===== src/rtl/mc_cpu.sv =====
// mc_cpu: multi-cycle MIPS-subset core sharing one request/ready memory bus for fetch and data.
// Optional macro ILLEGAL_TRAP_EN: undefined instructions trap to HALT and set the sticky illegal flag.
module mc_cpu #(
    parameter logic [31:0] RESET_PC   = 32'h0000_0000,
    parameter int          NREGS_LOG2 = 5,
    parameter int          CNT_W      = 32
) (
    input  logic             clk,
    input  logic             reset,
    output logic             mem_req,
    output logic             mem_we,
    output logic [31:0]      mem_addr,
    output logic [31:0]      mem_wdata,
    input  logic [31:0]      mem_rdata,
    input  logic             mem_ready,
    output logic [31:0]      PC,
    output logic [2:0]       state,
    output logic             halted,
    output logic             illegal,
    output logic [CNT_W-1:0] retired
);
    localparam int NREGS = 1 << NREGS_LOG2;

    localparam logic [2:0] S_FETCH  = 3'd0;
    localparam logic [2:0] S_DECODE = 3'd1;
    localparam logic [2:0] S_EXEC   = 3'd2;
    localparam logic [2:0] S_MEM    = 3'd3;
    localparam logic [2:0] S_WB     = 3'd4;
    localparam logic [2:0] S_HALT   = 3'd5;

    localparam logic [5:0] OP_RTYPE = 6'b000000;
    localparam logic [5:0] OP_ADDI  = 6'b001000;
    localparam logic [5:0] OP_ORI   = 6'b001101;
    localparam logic [5:0] OP_LW    = 6'b100011;
    localparam logic [5:0] OP_SW    = 6'b101011;
    localparam logic [5:0] OP_BEQ   = 6'b000100;
    localparam logic [5:0] OP_BNE   = 6'b000101;
    localparam logic [5:0] OP_J     = 6'b000010;
    localparam logic [5:0] OP_HALT  = 6'b111111;

    localparam logic [5:0] FN_ADD = 6'b100000;
    localparam logic [5:0] FN_SUB = 6'b100010;
    localparam logic [5:0] FN_AND = 6'b100100;
    localparam logic [5:0] FN_OR  = 6'b100101;
    localparam logic [5:0] FN_SLT = 6'b101010;
    localparam logic [5:0] FN_SLL = 6'b000000;

    logic [2:0]       state_q, state_d;
    logic [31:0]      pc_q, pc_d;
    logic [31:0]      ir_q, ir_d;
    logic [31:0]      a_q, a_d;
    logic [31:0]      b_q, b_d;
    logic [31:0]      alu_q, alu_d;
    logic [31:0]      mdr_q, mdr_d;
    logic [CNT_W-1:0] retired_q, retired_d;
    logic [31:0]      rf_q [NREGS];

    logic [5:0]            op, funct;
    logic [4:0]            shamt;
    logic [NREGS_LOG2-1:0] rs, rt, rd, wb_dst;
    logic [31:0]           sext_imm, zext_imm, br_off, alu_res, wb_data;
    logic                  rtype_ok, op_ok, undef_instr, wb_we;

    assign op       = ir_q[31:26];
    assign funct    = ir_q[5:0];
    assign shamt    = ir_q[10:6];
    assign rs       = ir_q[21 +: NREGS_LOG2];
    assign rt       = ir_q[16 +: NREGS_LOG2];
    assign rd       = ir_q[11 +: NREGS_LOG2];
    assign sext_imm = {{16{ir_q[15]}}, ir_q[15:0]};
    assign zext_imm = {16'h0000, ir_q[15:0]};
    assign br_off   = {{14{ir_q[15]}}, ir_q[15:0], 2'b00};
    assign wb_dst   = (op == OP_RTYPE) ? rd : rt;
    assign wb_data  = (op == OP_LW) ? mdr_q : alu_q;

    always_comb begin
        rtype_ok = 1'b0;
        case (funct)
            FN_ADD, FN_SUB, FN_AND, FN_OR, FN_SLT, FN_SLL: rtype_ok = 1'b1;
            default: rtype_ok = 1'b0;
        endcase
        op_ok = 1'b0;
        case (op)
            OP_RTYPE, OP_ADDI, OP_ORI, OP_LW, OP_SW,
            OP_BEQ, OP_BNE, OP_J, OP_HALT: op_ok = 1'b1;
            default: op_ok = 1'b0;
        endcase
        undef_instr = !op_ok || ((op == OP_RTYPE) && !rtype_ok);
    end

    always_comb begin
        alu_res = 32'h0;
        case (op)
            OP_RTYPE: begin
                case (funct)
                    FN_ADD:  alu_res = a_q + b_q;
                    FN_SUB:  alu_res = a_q - b_q;
                    FN_AND:  alu_res = a_q & b_q;
                    FN_OR:   alu_res = a_q | b_q;
                    FN_SLT:  alu_res = {31'h0, $signed(a_q) < $signed(b_q)};
                    FN_SLL:  alu_res = b_q << shamt;
                    default: alu_res = 32'h0;
                endcase
            end
            OP_ADDI, OP_LW, OP_SW: alu_res = a_q + sext_imm;
            OP_ORI:                alu_res = a_q | zext_imm;
            default:               alu_res = 32'h0;
        endcase
    end

`ifdef ILLEGAL_TRAP_EN
    logic illegal_q, illegal_set;
`endif

    always_comb begin
        state_d   = state_q;
        pc_d      = pc_q;
        ir_d      = ir_q;
        a_d       = a_q;
        b_d       = b_q;
        alu_d     = alu_q;
        mdr_d     = mdr_q;
        retired_d = retired_q;
        wb_we     = 1'b0;
`ifdef ILLEGAL_TRAP_EN
        illegal_set = 1'b0;
`endif
        case (state_q)
            S_FETCH: begin
                if (mem_ready) begin
                    ir_d    = mem_rdata;
                    pc_d    = pc_q + 32'd4;
                    state_d = S_DECODE;
                end
            end
            S_DECODE: begin
                a_d     = rf_q[rs];
                b_d     = rf_q[rt];
                state_d = S_EXEC;
            end
            S_EXEC: begin
                state_d = S_FETCH;
                if (undef_instr) begin
`ifdef ILLEGAL_TRAP_EN
                    illegal_set = 1'b1;
                    state_d     = S_HALT;
`else
                    retired_d = retired_q + CNT_W'(1);
`endif
                end else begin
                    case (op)
                        OP_RTYPE, OP_ADDI, OP_ORI: begin
                            alu_d   = alu_res;
                            state_d = S_WB;
                        end
                        OP_LW, OP_SW: begin
                            alu_d   = alu_res;
                            state_d = S_MEM;
                        end
                        // pc_q already points past the branch, so the offset is relative to PC+4
                        OP_BEQ, OP_BNE: begin
                            if ((a_q == b_q) == (op == OP_BEQ)) pc_d = pc_q + br_off;
                            retired_d = retired_q + CNT_W'(1);
                        end
                        OP_J: begin
                            pc_d      = {pc_q[31:28], ir_q[25:0], 2'b00};
                            retired_d = retired_q + CNT_W'(1);
                        end
                        default: begin
                            retired_d = retired_q + CNT_W'(1);
                            state_d   = S_HALT;
                        end
                    endcase
                end
            end
            S_MEM: begin
                if (mem_ready) begin
                    if (op == OP_SW) begin
                        retired_d = retired_q + CNT_W'(1);
                        state_d   = S_FETCH;
                    end else begin
                        mdr_d   = mem_rdata;
                        state_d = S_WB;
                    end
                end
            end
            S_WB: begin
                wb_we     = (wb_dst != '0);
                retired_d = retired_q + CNT_W'(1);
                state_d   = S_FETCH;
            end
            S_HALT:  state_d = S_HALT;
            default: state_d = S_FETCH;
        endcase
    end

    always_ff @(posedge clk or posedge reset) begin
        if (reset) begin
            state_q   <= S_FETCH;
            pc_q      <= RESET_PC;
            ir_q      <= 32'h0;
            a_q       <= 32'h0;
            b_q       <= 32'h0;
            alu_q     <= 32'h0;
            mdr_q     <= 32'h0;
            retired_q <= '0;
            for (int i = 0; i < NREGS; i++) rf_q[i] <= 32'h0;
        end else begin
            state_q   <= state_d;
            pc_q      <= pc_d;
            ir_q      <= ir_d;
            a_q       <= a_d;
            b_q       <= b_d;
            alu_q     <= alu_d;
            mdr_q     <= mdr_d;
            retired_q <= retired_d;
            if (wb_we) rf_q[wb_dst] <= wb_data;
        end
    end

`ifdef ILLEGAL_TRAP_EN
    always_ff @(posedge clk or posedge reset) begin
        if (reset) illegal_q <= 1'b0;
        else if (illegal_set) illegal_q <= 1'b1;
    end
    assign illegal = illegal_q;
`else
    assign illegal = 1'b0;
`endif

    // Bus outputs are gated by reset so an in-flight request drops the moment reset rises
    assign mem_req   = !reset && ((state_q == S_FETCH) || (state_q == S_MEM));
    assign mem_we    = !reset && (state_q == S_MEM) && (op == OP_SW);
    assign mem_addr  = reset                ? 32'h0 :
                       (state_q == S_FETCH) ? {pc_q[31:2], 2'b00} :
                       (state_q == S_MEM)   ? {alu_q[31:2], 2'b00} : 32'h0;
    assign mem_wdata = mem_we ? b_q : 32'h0;

    assign PC      = pc_q;
    assign state   = state_q;
    assign halted  = (state_q == S_HALT);
    assign retired = retired_q;
endmodule


===== config.mk =====
export PLATFORM = sky130hd
export DESIGN_NAME = mc_cpu
export DESIGN_NICKNAME = d
export VERILOG_FILES = /design/src/rtl/mc_cpu.sv
export SDC_FILE = /design/constraint.sdc
export NUM_CORES = 2
export LEC_CHECK = 0
export CAP_MARGIN = 15
export CELL_PAD_IN_SITES_DETAIL_PLACEMENT = 1
export CELL_PAD_IN_SITES_GLOBAL_PLACEMENT = 1
export CORE_MARGIN = 2
export CORE_UTILIZATION = 40
export CTS_BUF_LIST = sky130_fd_sc_hd__clkbuf_4
export DETAILED_ROUTE_END_ITERATION = 10
export PLACE_DENSITY_LB_ADDON = 0.1
export SYNTH_ARGS = -nofsm -noshare
export SYNTH_HDL_FRONTEND = slang
export SYNTH_SLANG_ARGS = --single-unit

===== constraint.sdc =====
create_clock -name clk -period 55.5 [get_ports clk]
set_input_delay 11.1 -clock clk [delete_from_list [all_inputs] [get_ports clk]]
set_output_delay 11.1 -clock clk [all_outputs]
set_load 0.05 [all_outputs]

==> flow_metrics.env <==
export IMPL_outcome="completed"
export IMPL_hpwl_um=180000
export IMPL_synthAdderAreaFrac_pct=3.23
export IMPL_synth_main_ff_cell="dfrtp_1"
export IMPL_fp_dieH_um=430
export IMPL_port_buffers=164
export IMPL_switchingPower_w=0.00217
export IMPL_gp_congestion=0.984
export IMPL_tns_ns=0
export IMPL_period_needed_ns=24.83
export IMPL_synthSimpleGateAreaFrac_pct=10.5
export IMPL_crit_path_start_kind="input port"
export IMPL_hold_viol_final=0
export IMPL_core_sq_um=180000
export IMPL_fin_util_pct=44.8
export IMPL_die_x_um=430
export IMPL_drc=0
export IMPL_synth_xor_xnor_area_share_pct=0.967
export IMPL_synth_compound_area_share_pct=14.5
export IMPL_drt_total_wl_um=280000
export IMPL_hp_class="flip-flop to flip-flop"
export IMPL_area_growth_pct=11.5
export IMPL_initial_core_util_pct=40.2
export IMPL_syn_inst=6803
export IMPL_drv_slew=0
export IMPL_worst_slew_pin_slew_ns=1.16
export IMPL_ant_nets=0
export IMPL_cts_path_max_buffers=4
export IMPL_cts_sinks=1249
export IMPL_ioPinCount=170
export IMPL_grt_ovfl_total=0
export IMPL_crit_fanout=33
export IMPL_cts_resized=0
export IMPL_vdd_drop_max_uv=34.3
export IMPL_wl_per_cell_um=29.4
export IMPL_power_density_nw_per_um2=57.5
export IMPL_fin_skew_ns=0.143
export IMPL_syn_area_sq_um=72500
export IMPL_synth_top_family_by_area="multiplexers"
export IMPL_antenna_found_initial=18
export IMPL_layout_drive_gt1_share_pct=21.9
export IMPL_combinationalPowerShare_pct=49.8
export IMPL_worstPathRequired_ns=44.40
export IMPL_critPathKind="input port to output port"
export IMPL_yosys_top_cells_area="dfrtp_1 43%, mux4_2 21%, a21oi_1 5.9%"
export IMPL_htreeDepth=5
export IMPL_ys_types=96
export IMPL_cp_end_kind="output port"
export IMPL_stdcell_count=9504
export IMPL_rsz0062_at_grt="false"
export IMPL_num_nets_final=7079
export IMPL_row_count=156
export IMPL_setup_viol=0
export IMPL_cts_hold_buf=0
export IMPL_cts_tree="built"
export IMPL_synth_warnings=0
export IMPL_pwr_share_clk_pct=18.6
export IMPL_grt_usage_pct=30.3
export IMPL_cts_made_buffers=368
export IMPL_dr_pass1_iters=5
export IMPL_synth_area_leader_cell="dfrtp_1"
export IMPL_fin_crit_sh_pct=44.7
export IMPL_holdPathStages=0
export IMPL_cp_arrival_ns=13.73
export IMPL_postCtsSetupBuffers=0
export IMPL_yosys_mux_area_fraction_pct=23.5
export IMPL_yosys_area_top_type_share_pct=43.1
export IMPL_postLayoutCellArea_sq_um=80800
export IMPL_grt_pass1_vias=60500
export IMPL_final_common_cell="dfrtp_1"
export IMPL_clk_pin_slew_ns=0.05
export IMPL_cts_root_buffer="clkbuf_4"
export IMPL_p_seq_share_pct=31.6
export IMPL_final_cell_mix="1237 x dfrtp_1, 852 x a21oi_1, 843 x nor2_1, 673 x mux4_2, 610 x nand2_1"
export IMPL_ys_async_sr_fraction_pct=100
export IMPL_grt_max_degree=160
export IMPL_via_per_inst=6.11
export IMPL_grt_first_pass_wirelength_um=415000
export IMPL_switching_share_pct=46.7
export IMPL_synth_edf_count=0
export IMPL_internal_power_w=0.00248
export IMPL_r2r_worst_path_cells=7
export IMPL_ys_seq_area_share_pct=43.1
export IMPL_dieArea_sq_um=185000
export IMPL_ys_ff_latch=1249
export IMPL_max_cap_viol_count=0
export IMPL_drt_iter0_drc=4756
export IMPL_avgSynthCellArea_sq_um=10.7
export IMPL_placed_area_sq_um=76300
export IMPL_dp_cells=8855
export IMPL_relSlewSlack_pct=20.8
export IMPL_timing_fmax_ghz=0.0403
export IMPL_vias=58000
export IMPL_p_leak_nw=34.4
export IMPL_clock_latency_ns=1.38
==> metrics by stage <==
| stage | worst slack (ns) | total power, W | hold WS (ns) |
|---|---|---|---|
| after CTS | 30.62 | 0.00465 | 0.397 |
| after global placement | 30.63 | 0.00372 | 0.376 |
| final | 30.67 | 0.00465 | 0.392 |
| after detailed placement | 30.63 | 0.00376 | 0.383 |
| after global routing | 30.59 | 0.00492 | 0.408 |
| after floorplan | 9.20 | 0.00296 | 0.441 |
==> final cells by class <==
| type | instances | area (sq um) |
|---|---|---|
| antenna | 13 | 32.5 |
| clock buffer | 543 | 4080 |
| clock inverter | 88 | 338 |
| fill | 19800 | 99500 |
| inverter | 140 | 533 |
| multi-input combinational | 4779 | 38700 |
| sequential | 1249 | 31300 |
| tap | 2370 | 2970 |
| timing repair buffer | 322 | 2930 |
==> routing by layer <==
| layer | wire [um] | share of wire [%] | vias up | global-route usage (%) |
|---|---|---|---|---|
| met2 | 131000 | 47 | 1836 | 47.9 |
| met1 | 120000 | 43 | 30500 | 40.8 |
| li1 | - | - | 25200 | - |
| met3 | 16000 | 5.7 | 524 | 5.33 |
| met4 | 13400 | 4.8 | 4 | 14.1 |
| met5 | 26 | 0.0093 | - | 0 |
==> worst max-delay path, stage by stage <==
cell	delay, ns
clkdlybuf4s50_1	0.61
nor3_2	0.26
inv_1	0.06
buf_4	0.24
nor3_1	0.48
clkdlybuf4s50_1	0.91
==> worst paths after layout <==
kind	endpoint	startpoint	slack [ns]
min in group asynchronous	PC[17]	reset	10.50
hold / removal	rf_q[992]	rf_q[992]	0.39
setup / recovery	mem_wdata[0]	reset	30.67
hold reg to reg	rf_q[992]	rf_q[992]	0.39
setup reg to reg	a_q[3]	ir_q[21]	50.44
max in group asynchronous	rf_q[864]	reset	40.96
==> state kept, by name, indices dropped and copies added (netlist names) <==
register and cells:
rf_q 1024, a_q 32, alu_q 32, b_q 32
ir_q 32, mdr_q 32, retired 32, PC 30
state 3
==> synth_stat cells, types with 23 or more instances <==
master and count:
inv_1 139, o22ai_1 27, mux2i_1 130, nand2_1 616, nand2b_1 24, a21oi_1 852, xor2_1 24, nand3_1 69
ha_1 180, a21o_1 37, o221ai_1 23, nor2_1 861, a211oi_1 31, mux2_2 50, buf_1 84, and3_1 28
a22o_1 30, xnor2_1 56, clkbuf_1 480, o21bai_1 25, a221oi_1 25, buf_2 66, dfrtp_1 1249, a31oi_1 39
mux4_2 673, nor2b_1 25, o21ai_0 568, nor3_1 79
==> cells by family (layout without fill, tap and decap cells) <==
family / Yosys count / in the layout
AOI/OAI and AO/OA: 1833 / 1833
xor gates and xnor gates: 80 / 80
adders and majority gates: 185 / 185
buffers and inverters: 779 / 1093
DFF: 1249 / 1249
muxes: 853 / 853
other: 1 / 18
and+or+nand+nor: 1823 / 1823
==> power groups by stage <==
stage          Combinational (W)  Clock [W]  Sequential [W]
2_1_floorplan            0.00164          0         0.00132
3_3_place_gp             0.00225          0         0.00146
3_5_place_dp             0.00229          0         0.00148
4_1_cts                  0.00230   0.000891         0.00146
5_1_grt                  0.00249   0.000941         0.00149
6_report                 0.00231   0.000865         0.00147
Note: power is estimated with default switching activity, not from simulation.
